==> src/rtl/reg_file_wb.sv <==
// Write-back register file fed by Reg_mux_out.
// NUM_REGS x DATA_W registers, one synchronous write port, two registered
// read ports with write-to-read bypass, and a per-register busy scoreboard
// that flags operand hazards to the issue logic.
// Optional build macro: REG_ZERO_HARDWIRE_EN makes register 0 a constant
// zero (writes dropped, never marked busy).
module reg_file_wb #(
    parameter int DATA_W   = 64,
    parameter int ADDR_W   = 4,
    parameter int NUM_REGS = 16   // must equal 2**ADDR_W
) (
    input  logic              clk,
    input  logic              reset,
    input  logic              W_en,
    input  logic [ADDR_W-1:0] W_addr,
    input  logic [DATA_W-1:0] W_data,
    input  logic              R_en,
    input  logic [ADDR_W-1:0] R_addr_a,
    input  logic [ADDR_W-1:0] R_addr_b,
    output logic [DATA_W-1:0] R_data_a,
    output logic [DATA_W-1:0] R_data_b,
    input  logic              Iss_en,
    input  logic [ADDR_W-1:0] Iss_addr,
    output logic              Busy_a,
    output logic              Busy_b,
    output logic              Hazard
);

    logic [DATA_W-1:0]   regs [NUM_REGS];
    logic [NUM_REGS-1:0] busy;
    logic [NUM_REGS-1:0] busy_next;
    logic                wr_fire;
    logic [DATA_W-1:0]   rd_next_a;
    logic [DATA_W-1:0]   rd_next_b;

    // Qualify the write strobe; with a hardwired zero register, writes to 0 vanish.
    always_comb begin
        // NOTE: every always_comb output gets a default first so no path leaves it unassigned (no latch).
        wr_fire = W_en;
`ifdef REG_ZERO_HARDWIRE_EN
        if (W_addr == '0) wr_fire = 1'b0;
`else
`endif
    end

    // Next read data per port: array value, or the same-cycle write data on an address match.
    always_comb begin
        rd_next_a = regs[R_addr_a];
        rd_next_b = regs[R_addr_b];
        if (wr_fire && (R_addr_a == W_addr)) rd_next_a = W_data;
        if (wr_fire && (R_addr_b == W_addr)) rd_next_b = W_data;
    end

    // Scoreboard update: clear on write-back first, then set on issue so a collision ends set.
    always_comb begin
        busy_next = busy;
        if (W_en)   busy_next[W_addr]   = 1'b0;
        if (Iss_en) busy_next[Iss_addr] = 1'b1;
`ifdef REG_ZERO_HARDWIRE_EN
        busy_next[0] = 1'b0;
`else
`endif
    end

    // Register array write port with synchronous clear.
    always_ff @(posedge clk) begin
        if (reset) begin
            // NOTE: the array is cleared on reset because the architecture promises all-zero registers; this costs a reset net per flop, so it is not a RAM macro.
            for (int i = 0; i < NUM_REGS; i++) regs[i] <= '0;
        end else if (wr_fire) begin
            // NOTE: sequential state uses non-blocking assignment so all flops sample pre-edge values.
            regs[W_addr] <= W_data;
        end
    end

    // Registered read ports; hold their value while R_en is low.
    always_ff @(posedge clk) begin
        if (reset) begin
            R_data_a <= '0;
            R_data_b <= '0;
        end else if (R_en) begin
            R_data_a <= rd_next_a;
            R_data_b <= rd_next_b;
        end
    end

    // Scoreboard register.
    always_ff @(posedge clk) begin
        if (reset) busy <= '0;
        else       busy <= busy_next;
    end

    // Hazard flags read the registered scoreboard only; no same-cycle forwarding.
    assign Busy_a = busy[R_addr_a];
    assign Busy_b = busy[R_addr_b];
    assign Hazard = (Busy_a | Busy_b) & R_en;

endmodule

==> config.mk <==
export PLATFORM = sky130hd
export DESIGN_NAME = reg_file_wb
export DESIGN_NICKNAME = d
export VERILOG_FILES = /design/src/rtl/reg_file_wb.sv
export SDC_FILE = /design/constraint.sdc
export NUM_CORES = 2
export LEC_CHECK = 0
export CORE_MARGIN = 4
export CORE_UTILIZATION = 50
export DETAILED_ROUTE_END_ITERATION = 16
export GPL_ROUTABILITY_DRIVEN = 0
export PLACE_DENSITY = 0.73
export SYNTH_ARGS = -nofsm -noshare
export SYNTH_HDL_FRONTEND = slang
export SYNTH_SLANG_ARGS = --single-unit
==> constraint.sdc <==
create_clock -name clk -period 5.9 [get_ports clk]
set_input_delay 1.18 -clock clk [delete_from_list [all_inputs] [get_ports clk]]
set_output_delay 1.18 -clock clk [all_outputs]
set_load 0.01 [all_outputs]
## Word level (Yosys, flattened, before mapping)

Memory sizes are Yosys's and may differ from the RTL's. A register that Yosys moved wholly into a read port is not among the register bits.
Index checks and enable logic that the tools add are counted.

| storage, ports and cells | value |
|---|---|
| bits in registers | 16 |
| memory bits (writable) | 1,024 |
| bits of input ports | 85 |
| output and inout bits | 131 |
| word-level logic and storage cells | 34 |
| memories | 1 |

Memory list:

| memory | depth | bits a word | read ports | clocked after Yosys merged registers in | wr ports | line | source |
|---|---|---|---|---|---|---|---|
| regs | 16 | 64 | 2 | 2 | 16 | 29 | `logic [DATA_W-1:0] regs [NUM_REGS];` |

| operators by class | value |
|---|---|
| order comparisons | 6 |
| muxes and demuxes | 18 |
| bitwise logic cells | 5 |
| reduce and logical (&&, ||, !) cells | 3 |

Operators with widths:

| operator | number |
|---|---|
| $mux 64 | 1 |
| $reduce_or 64->1 | 1 |
| $mux 16 | 2 |
| $lt 4x5->1 const B | 4 |
| $and 16x16->16 | 1 |
| $not 16->16 | 1 |
| $or 16x16->16 | 1 |
| $mux 1 | 10 |
| $bmux 1 s4 | 2 |
| $demux 1 s4 | 2 |
| $ge 4x1->1 const B | 2 |
| $mux 4 | 1 |
| $logic_and 1x1->1 | 2 |
| $and 1x1->1 | 1 |
| $or 1x1->1 | 1 |

## Logic depth before layout (Yosys ltp)

| depth | value |
|---|---|
| depth in word-level cells | 9 |
| depth in mapped cells | 7 |
| depth with buffers taken out | 4 |

## Worst setup path before layout

Ideal clock, no wire load.

| path | value |
|---|---|
| path type | input -> output |
| from | input port R_addr_a[0] |
| to | output port Hazard |
| data arrival time | 2.606 ns |
| data required time | 4.720 ns |
| setup slack | 2.114 ns |
| stages | 7 |
| buffers on the path | 3 |
| cells stage by stage | buf_6 > buf_6 > buf_6 > mux4_2 > mux2i_1 > mux2i_1 > o21a_1 |

| between the ends | value |
|---|---|
| longest elaborated chain between the ends | 4 |

RTL lines:

| element | line | source |
|---|---|---|
| start: declaration | 18 | `input logic [ADDR_W-1:0] R_addr_a,` |
| $bmux 1 s4 | 94 | `assign Busy_a = busy[R_addr_a];` |
| $mux 1 (not written as such) | 94 |  |
| via Busy_a | 24 | `output logic Busy_a,` |
| $or 1x1->1 | 96 | `assign Hazard = (Busy_a \| Busy_b) & R_en;` |
| $and 1x1->1 | 96 |  |
| end: declaration | 26 | `output logic Hazard` |

The timed path passes the listed nets, and every way through them passes these cells. The select of a mux whose other input is x is not followed.

## Worst setup path in the final report

| path | value |
|---|---|
| from | input port R_addr_b[2] |
| to | output port Hazard |

| between the ends | value |
|---|---|
| longest elaborated chain between the ends | 4 |

RTL lines:

| element | line | source |
|---|---|---|
| start: declaration | 19 | `input logic [ADDR_W-1:0] R_addr_b,` |
| $bmux 1 s4 | 95 | `assign Busy_b = busy[R_addr_b];` |
| $mux 1 (not written as such) | 95 |  |
| $or 1x1->1 | 96 |  |
| $and 1x1->1 | 96 |  |

No other way between the ends. The select of a mux whose other input is x is not followed.

==> qor.yml <==
clock_network:
  path_clk_slew_ns: 0.06
  cts_buffers: 117
  post-cts-setup-buffer-count: 0
  clock_latency_ns: 0.71
  clk_path_buf_depth: 3
  root_buffer: "clkbuf_16"
  htree_levels: 3
  post_cts_resized: 0
  cts.sinks: 1168
  cts_tree: "yes"
  cts_hold_buffers: 0
die:
  die_area_sq_um: 124000
  die_h_um: 352
  io_pins: 216
  start_util: 0.506
  die_w_um: 352
  core_area_sq_um: 117000
  row_count: 125
grt:
  track_usage: 0.284
  antenna_found_initial: 7
  grt_max_degree: 125
  grt_pass1_wl_mm: 260
  grt.overflow.total: 0
  grt_pass1_vias: 38431
sta:
  hold_violations: 0
  period_needed_ns: 4.54
  timing.slew.headroom: 0.257
  post-route-worst-setup-slack_ns: 1.36
  fmax_mhz: 220
  rsz0062_at_grt: "false"
  fin_worst_skew_ns: 0.0238
  final.setup.tns_ns: 0
  fin_crit_sh: 0.769
  slew_viol_final: 0
  tightest_slew_ns: 1.11
  setup_viol_count_final: 0
  whs_ns: 0.486
setup_path:
  cpMaxStageDelayCell: "clkdlybuf4s50_1"
  cp_max_fo: 9
  crit_start: "R_addr_b[2]"
  cp.required_ns: 4.72
  crit_arrival_ns: 3.36
  critPathLaunchType: "primary input"
  crit_end: "Hazard"
  rrSetupSlack_ns: 4.10
  path_class: "in2out"
  crit_chain: "clkdlybuf4s50_1, mux4_2, mux2i_1, mux2i_1, o21a_1, clkdlybuf4s50_1"
  slowest_delay_ns: 0.80
  r2r-end: "R_data_a[13]$_SDFFE_PP0P_"
  rr_worst_depth: 4
  cp-end-kind: "output pin"
  worstReg2RegStart: "regs[12][13]$_SDFFCE_PN0P_"
logic_synthesis:
  syn_inst: 4010
  ys.flop_type: "edfxtp_1"
  synthArstFlopShare: 0
  ys_ff_latch: 1168
  synth_top_family_by_area: "multiplexers"
  yosysTopAreaCell: "edfxtp_1"
  synthSimpleGateAreaFrac: 0.139
  synth_top_area_share: 0.520
  yosysUniqueCellTypes: 37
  synth.area.top_cells: "edfxtp_1, mux4_2, and2_1, dfxtp_1, a22oi_1"
  yosys.area_share.xor_xnor: 0.00118
  synth_nets: 4095
  synth_compound_area_frac: 0.0608
  yosys_warnings: 0
  synth_fa_ha_area_frac: 0
  synth_area_sq_um: 59200
  synth_edf_count: 1024
  synth_area_per_cell_sq_um: 14.8
  synth_mux_area_frac: 0.199
  synth_seq_area_share: 0.568
drt:
  met1Wirelength_mm: 66.0
  drt-total-wl_mm: 179
  first_pass_iters: 5
  drt_iter0_markers: 5536
  met3RoutedLength_mm: 22.9
  highest_layer: "met4"
  vias: 38045
  wl_met2_mm: 84.0
  ant_nets: 0
  post-route-drc-count: 0
  wl_per_cell_um: 31.5
  viasPerCell: 6.71
power_and_ir_drop:
  clkPwrFrac: 0.386
  seqPwrFrac: 0.496
  power.internal_uw: 14900
  power_density_nw_per_um2: 296
  comb_power_share: 0.118
  peakVddDrop_mv: 0.262
  p_sw_uw: 4810
  swShare: 0.244
  p_leak_uw: 0.0229
cells_and_area:
  fin_util: 0.571
  most-common-layout-cells: "and2_1, edfxtp_1, mux4_2"
  nets: 4130
  area_delta_synth_final_pct: 12.7
  drive_gt1_frac: 0.204
place:
  io_buffer_count: 215
  hpwl_mm: 98.0
  dp_slack_ns: 1.39
min_path:
  hp-class: "reg2reg"
  min_from: "busy[4]$_SDFF_PP0_"
run_status:
  status: "completed"
job:
  max-cap-violations: 0
==> kinds of logic (layout without fill, tap and decap cells) <==
family	count (synthesis)	count (layout)
xor gates and xnor gates	8	8
other	0	1
and+or+nand+nor	1476	1476
muxes	526	526
AOI/OAI and AO/OA	419	419
DFF	1168	1168
buffers and inverters	413	552
==> worst min-delay path by stage <==
| stage | to | slack (ns) | depth (start not counted) |
|---|---|---|---|
| 2_1_floorplan | busy[14]$_SDFF_PP0_ | 0.44 | 2 |
| 3_3_place_gp | busy[14]$_SDFF_PP0_ | 0.47 | 2 |
| 3_5_place_dp | busy[14]$_SDFF_PP0_ | 0.47 | 2 |
| 4_1_cts | busy[14]$_SDFF_PP0_ | 0.48 | 2 |
| 5_1_grt | busy[14]$_SDFF_PP0_ | 0.50 | 2 |
| 6_report | busy[4]$_SDFF_PP0_ | 0.49 | 2 |
==> flip-flops by register name, summed over array words and instances (netlist names) <==
signal	flops
R_data_b	64
regs	1024
R_data_a	64
busy	16
==> power by group through the flow <==
stage                     clock network [uW]  registers [uW]  logic [uW]
after CTS                               7650            9770        2300
after detailed placement                   0            9940        2290
after global routing                    8010            9820        2430
after global placement                     0            9890        2270
after floorplan                            0            9870        1420
final                                   7620            9780        2320
==> critical path, delay by kind of cell <==
kind | cells | cell delay [ns]
compound gates | 1 | 0.20
buf+inv | 2 | 1.27
mux | 3 | 0.71
==> through the flow <==
step | instances | total power [uW] | instance area [sq um]
floorplan | 4010 | 11300 | 59200
global placement | 5450 | 12200 | 62800
global route | 5673 | 20300 | 66700
detailed placement | 5450 | 12200 | 62800
CTS | 5673 | 19700 | 66700
finish | 5674 | 19700 | 66700
==> cells in the mapped netlist, types with 18 or more instances <==
| master | n |
|---|---|
| and2_1 | 1026 |
| buf_6 | 30 |
| inv_1 | 18 |
| o221a_1 | 128 |
| edfxtp_1 | 1024 |
| nor2_1 | 274 |
| buf_1 | 23 |
| dfxtp_1 | 144 |
| clkbuf_1 | 270 |
| buf_2 | 59 |
| nand2_1 | 144 |
| mux4_2 | 520 |
| a22oi_1 | 256 |
==> final cells by class <==
type	count	area (sq um)
fillers	8775	50200
repair buffers	311	3210
clock inverters	60	574
well taps	1524	1910
flip-flops and latches	1168	33600
inverters	18	67.6
diodes	1	2.50
clock buffers	163	3320
multi-input cells	2429	24000
==> per-layer routing <==
metal	up-vias	GRT usage
met4	0	0.0877
met2	2749	0.456
met1	19438	0.389
met5	-	0
li1	15432	-
met3	426	0.0664
Note: power is estimated with default switching activity, not from simulation.
